$ cat src/rtl/verbus_mem_pkg.sv
// ----------------------------------------------------------------------------
// verbus_mem_pkg: shared types and helpers for the verbus SRAM slave
// Rev 1.0
// ----------------------------------------------------------------------------
`default_nettype none

package verbus_mem_pkg;

  typedef enum logic [1:0] {
    IDLE    = 2'd0,
    ACCESS  = 2'd1,
    WAIT    = 2'd2,
    RESPOND = 2'd3
  } state_e;

  localparam logic [3:0] WSTROBE_NONE = 4'b0000;

  function automatic logic [31:0] word_index(input logic [31:0] address,
                                             input logic [31:0] base);
    return (address - base) >> 2;
  endfunction

endpackage

`default_nettype wire

$ cat src/rtl/verbus_sram_controller.sv
// ----------------------------------------------------------------------------
// verbus_sram_controller: valid/ready bus slave driving a single-port sync SRAM
// Rev 1.0
// ----------------------------------------------------------------------------
`default_nettype none

module verbus_sram_controller
  import verbus_mem_pkg::*;
#(
  parameter  int          SIZE_WORDS   = 4096,
  parameter  logic [31:0] BASE_ADDRESS = 32'h0000_0000,
  parameter  int          READ_LATENCY = 1,
  parameter  int          WAIT_STATES  = 0,
  localparam int          AW           = $clog2(SIZE_WORDS)
) (
  input  logic          clk,
  input  logic          reset_n,
  input  logic          valid,
  output logic          ready,
  input  logic [31:0]   address,
  input  logic [3:0]    wstrobe,
  input  logic [31:0]   wdata,
  output logic [31:0]   rdata,
  output logic          mem_en,
  output logic [3:0]    mem_we,
  output logic [AW-1:0] mem_addr,
  output logic [31:0]   mem_wdata,
  input  logic [31:0]   mem_rdata
);

  localparam logic [32:0] WINDOW_BYTES  = 33'(SIZE_WORDS) << 2;
  localparam logic [3:0]  READ_COUNT    = 4'(WAIT_STATES + READ_LATENCY);
  localparam logic [3:0]  WRITE_COUNT   = 4'(WAIT_STATES);
  localparam logic [3:0]  CAPTURE_COUNT = 4'(WAIT_STATES + 1);

  state_e        state_q, state_d;
  logic [3:0]    count_q, count_d;
  logic          in_range_q, in_range_d;
  logic          is_write_q, is_write_d;
  logic          ready_q, ready_d;
  logic [31:0]   rdata_q, rdata_d;
  logic          mem_en_q, mem_en_d;
  logic [3:0]    mem_we_q, mem_we_d;
  logic [AW-1:0] mem_addr_q, mem_addr_d;
  logic [31:0]   mem_wdata_q, mem_wdata_d;

  logic [31:0]   req_offset;
  logic          req_in_range;
  logic          req_is_write;
  logic [3:0]    access_count;

  always_comb begin
    // Range is judged on the full 32-bit offset so aliases above the window miss.
    req_offset   = address - BASE_ADDRESS;
    req_in_range = {1'b0, req_offset} < WINDOW_BYTES;
    req_is_write = wstrobe != WSTROBE_NONE;
    access_count = is_write_q ? WRITE_COUNT : READ_COUNT;

    state_d     = state_q;
    count_d     = count_q;
    in_range_d  = in_range_q;
    is_write_d  = is_write_q;
    rdata_d     = rdata_q;
    mem_addr_d  = mem_addr_q;
    mem_wdata_d = mem_wdata_q;
    ready_d     = 1'b0;
    mem_en_d    = 1'b0;
    mem_we_d    = 4'b0000;

    case (state_q)
      IDLE: begin
        if (valid) begin
          state_d     = ACCESS;
          in_range_d  = req_in_range;
          is_write_d  = req_is_write;
          mem_addr_d  = AW'(word_index(address, BASE_ADDRESS));
          mem_wdata_d = wdata;
          mem_en_d    = req_in_range;
          mem_we_d    = req_in_range ? wstrobe : 4'b0000;
        end
      end
      ACCESS: begin
        count_d = access_count;
        if (access_count != 4'd0) begin
          state_d = WAIT;
        end else begin
          state_d = RESPOND;
          ready_d = 1'b1;
        end
      end
      WAIT: begin
        // This count value lines up with the cycle the SRAM read data is valid.
        if (!is_write_q && count_q == CAPTURE_COUNT) begin
          rdata_d = in_range_q ? mem_rdata : 32'h0;
        end
        count_d = count_q - 4'd1;
        if (count_q == 4'd1) begin
          state_d = RESPOND;
          ready_d = 1'b1;
        end
      end
      RESPOND: state_d = IDLE;
      default: state_d = IDLE;
    endcase
  end

  always_ff @(posedge clk or negedge reset_n) begin
    if (!reset_n) begin
      state_q     <= IDLE;
      count_q     <= 4'd0;
      in_range_q  <= 1'b0;
      is_write_q  <= 1'b0;
      ready_q     <= 1'b0;
      rdata_q     <= 32'h0;
      mem_en_q    <= 1'b0;
      mem_we_q    <= 4'b0000;
      mem_addr_q  <= '0;
      mem_wdata_q <= 32'h0;
    end else begin
      state_q     <= state_d;
      count_q     <= count_d;
      in_range_q  <= in_range_d;
      is_write_q  <= is_write_d;
      ready_q     <= ready_d;
      rdata_q     <= rdata_d;
      mem_en_q    <= mem_en_d;
      mem_we_q    <= mem_we_d;
      mem_addr_q  <= mem_addr_d;
      mem_wdata_q <= mem_wdata_d;
    end
  end

  assign ready     = ready_q;
  assign rdata     = rdata_q;
  assign mem_en    = mem_en_q;
  assign mem_we    = mem_we_q;
  assign mem_addr  = mem_addr_q;
  assign mem_wdata = mem_wdata_q;

endmodule

`default_nettype wire

$ cat config.mk
export PLATFORM = sky130hd
export DESIGN_NAME = verbus_sram_controller
export DESIGN_NICKNAME = d
export VERILOG_FILES = /design/src/rtl/verbus_mem_pkg.sv /design/src/rtl/verbus_sram_controller.sv
export SDC_FILE = /design/constraint.sdc
export NUM_CORES = 1
export LEC_CHECK = 0
export ABC_AREA = 1
export BUFFER_PORTS_ARGS = -buffer_cell sky130_fd_sc_hd__buf_2
export CAP_MARGIN = 20
export CORE_ASPECT_RATIO = 1.4
export CORE_MARGIN = 3
export CORE_UTILIZATION = 35
export CTS_BUF_LIST = sky130_fd_sc_hd__clkbuf_4
export DETAILED_ROUTE_END_ITERATION = 7
export PLACE_DENSITY = 0.72
export SLEW_MARGIN = 20
export SYNTH_ARGS = -nofsm -noshare
export SYNTH_HDL_FRONTEND = slang
export SYNTH_SLANG_ARGS = --single-unit
$ cat constraint.sdc
create_clock -name clk -period 1.6 [get_ports clk]
set_input_delay 0.32 -clock clk [delete_from_list [all_inputs] [get_ports clk]]
set_output_delay 0.32 -clock clk [all_outputs]
set_load 0.01 [all_outputs]
==> key figures <==
Status
  • Run status: complete, no violations

Power and ir drop
  • Total net switching power: approximately 0.0035 W
  • Switching portion of total power: roughly two fifths
  • Share of total power in combinational logic: 42.6%
  • Total power density per cell area: 1780 nW/um2
  • Leakage: approximately 2.9 nW
  • Peak supply drop: 0.710 mV
  • Fraction of power consumed by sequential logic: a little over two fifths
  • Clock share of power: 13.7%
  • Internal cell power: around 0.0053 W

Final layout
  • Core Util, Final: 47.5%
  • Final-stage net count: 707
  • Number of standard cells in the final layout excluding fillers: between 700 and 800
  • Ant. Diodes: 0
  • Layout Area Growth over Synthesis: 31.9%
  • Design Area, Final: just under 5000 um2
  • Fraction of final layout cells with drive strength greater than 1: 36.1%

Clocking
  • Num CTS Buffers: 9
  • Clock Tree Buf Depth: 2
  • TritonCTS clock tree: built
  • CTS root buffer: sky130_fd_sc_hd__clkbuf_4
  • Clock sinks: 90
  • Clock slew at the register clock pins of the worst setup and hold paths: around 0.14 ns
  • Clock H-tree levels: 3
  • Insertion delay to the later sink of the worst-skew pair: 0.42 ns

Synthesis
  • Top cells by area in the synthesized netlist: sky130_fd_sc_hd__dfrtp_1 (60%), sky130_fd_sc_hd__nand2_1 (22%), sky130_fd_sc_hd__nand4_1 (5.7%)
  • EDFF count, synth: 0
  • Total nets after synthesis: approximately 530
  • Sequential area share after synthesis: between 60% and 70%
  • Yosys warnings: 0
  • Distinct cells, synth: 25
  • Portion of synthesized cell area occupied by the leading cell type: between 60% and 70%
  • Most common cell in the netlist: sky130_fd_sc_hd__nand2_1
  • Post-synthesis cell count: 417
  • Flops & latches, synth: 90
  • Async S/R FF share, synth: 100%
  • Synthesized cell area: roughly 3700 um2
  • Cell type with the highest aggregate area in the netlist: sky130_fd_sc_hd__dfrtp_1
  • Synthesized area per cell: around 9 um2
  • Most frequent cells after synthesis: sky130_fd_sc_hd__nand2_1 (215), sky130_fd_sc_hd__dfrtp_1 (90), sky130_fd_sc_hd__nand4_1 (34)
  • Most used flip-flop cell after synthesis: sky130_fd_sc_hd__dfrtp_1

Place
  • Weighted congestion reported at the end of routability-driven placement: 0.792
  • Number of buffer cells added on primary ports: approximately 180
  • Dpl ws: 0.108 ns
  • Final HPWL DP: 6980 um
  • Number of cells after detailed placement: 723
  • Placed standard-cell area: ~4800 um2

Global routing
  • Number of antenna violations at the first check in global routing: 2
  • Maximum number of pins on one net before global-route repair: 59
  • Global-route wire length before repair: about 15000 um
  • Global-route congestion overflow total: 0
  • GRT Util Overall: about 16%
  • Number of global-route vias before repair: roughly 3300

Floorplanning
  • Initial core utilization: roughly 36%
  • Die width: between 90 and 100 um
  • I/O pin cnt: between 150 and 200
  • Placeable core region: 10400 um2
  • Placement Rows: between 40 and 50
  • Die H: around 130 um
  • Die area: between 10000 and 15000 um2

STA
  • Final number of max-transition violations: 0
  • Least setup slack across all paths after layout: 0.143 ns
  • Final critical-path share of the clock period: roughly nine tenths
  • Worst Max-Slew Pin Slew: approximately 0.46 ns
  • Final setup vio count: 0
  • Max Clock Freq: 687 MHz
  • Summed negative setup slack over all endpoints: 0 ns
  • Setup repair after global routing missed its margin: no
  • Setup Skew: ~0.011 ns
  • Worst max-slew margin expressed relative to the limit: 69.3%
  • Final critical delay including setup and external delays: 1.46 ns
  • Final Hold Vio Count: 0

Worst setup path
  • Signal arrival time at the worst endpoint: ~1.8 ns
  • Worst EP required: around 2.0 ns
  • Type of origin of the critical path: register
  • Library cell contributing the largest single delay on the critical path: sky130_fd_sc_hd__dfrtp_1
  • Max stage delay on crit path: approximately 0.43 ns
  • Critical Path Fanout Max: 6
  • Cells along the critical path: inv_1, ha_2, nand2_2, inv_1, nand2_1, nor2_2, nand3_2, nor2_1
  • FF-to-FF path depth: 8
  • Setup CP Type: reg2reg
  • CP dominant cell by count: sky130_fd_sc_hd__inv_1
  • Setup slack of the most critical reg-to-reg path: approximately 0.14 ns
  • Critical path capture point type: register

Hold path
  • Hold-critical path depth: 3
  • Type of the most critical hold path: in2reg

Routing
  • Mean number of vias per cell: between 4 and 5
  • Detail-routed net length per standard cell: roughly 13 um
  • Final WL: between 9000 and 10000 um
  • Detailed-route via count: approximately 3400
  • Number of DRC violations after detailed-routing iteration 0: 114
  • Post-route DRC violation count: 0
  • Post-DRT Antenna Nets: 0
  • Detailed Routing Iterations Pass 1: 4

Run
  • Number of maximum-capacitance constraint violations: 0
## critical path: cells and delay by family, from the launching register on
kind,cells,cell delay (ns)
DFF,1,0.43
and+or+nand+nor,5,0.57
buffers and inverters,2,0.21
adders and majority gates,1,0.20
## repair_timing
item | 4_1_cts | 5_1_grt
setup endpoints to repair | 0 | 63
buffers inserted | 0 | 2
hold buffers | 1 | 0
endpoints found under the hold margin | 90 | 0
resized for setup | 0 | 7
## placed cells by master (no fill, tap or decap), types with 3 or more instances in the layout
master,n
sky130_fd_sc_hd__o21ai_0,3
sky130_fd_sc_hd__nor2_2,4
sky130_fd_sc_hd__inv_1,14
sky130_fd_sc_hd__clkbuf_4,9
sky130_fd_sc_hd__buf_2,181
sky130_fd_sc_hd__nor2_1,15
sky130_fd_sc_hd__nand2_1,215
sky130_fd_sc_hd__ha_1,4
sky130_fd_sc_hd__nand4_1,34
sky130_fd_sc_hd__buf_4,8
sky130_fd_sc_hd__clkinvlp_4,3
sky130_fd_sc_hd__dfrtp_1,90
## cells by family after synthesis
family | after synthesis | synth area share [%]
AOI/OAI and AO/OA | 9 | 1.44
buffers and inverters | 38 | 5.91
and+or+nand+nor | 275 | 30.9
DFF | 90 | 60.1
adders and majority gates | 5 | 1.67
## power by group through the flow
stage / clock network, W / logic [W] / registers (W)
floorplan: 0 / 0.00176 / 0.00431
CTS: 0.00129 / 0.00374 / 0.00384
detailed placement: 0 / 0.00374 / 0.00386
finish: 0.00121 / 0.00374 / 0.00384
global placement: 0 / 0.00360 / 0.00384
global route: 0.00137 / 0.00426 / 0.00397
## final timing paths
path,to,start
max,mem_we[0],state_q[0]
min,mem_wdata[27],wdata[27]
max reg2reg,mem_we[0],state_q[0]
min reg2reg,mem_wdata[24],mem_wdata[24]
max in group asynchronous,mem_addr[9],reset_n
min in group asynchronous,count_q[1],reset_n
## area by class of cell
type | instances | area (um2)
flip-flops and latches | 90 | 2250
clock buffers | 9 | 67.6
repair buffers | 193 | 1030
clock inverters | 7 | 70.1
inverters | 16 | 60.1
well taps | 138 | 173
fillers | 1019 | 5460
multi-input cells | 289 | 1290
## sequential cells by signal (all words and copies together) (netlist names)
name,flops
count_q,4
in_range_q,1
is_write_q,1
mem_addr,12
mem_en,1
mem_wdata,32
mem_we,4
rdata,32
ready,1
state_q,2
## per-stage QoR
step	total power, W	hold WS [ns]
6_report	0.00880	0.0790
3_3_place_gp	0.00744	0.331
2_1_floorplan	0.00607	0.0244
5_1_grt	0.00959	0.0421
4_1_cts	0.00887	0.0331
3_5_place_dp	0.00761	0.342
## per-layer routing
metal / track usage (%) / part of all wire [%] / up-vias
li1: - / - / 1678
met3: 3.92 / 8.9 / 18
met2: 27.3 / 49 / 156
met1: 19.0 / 40 / 1537
met4: 7.42 / 1.8 / 4
met5: 0 / 0.16 / -
Power figures use the tool's default switching activity.
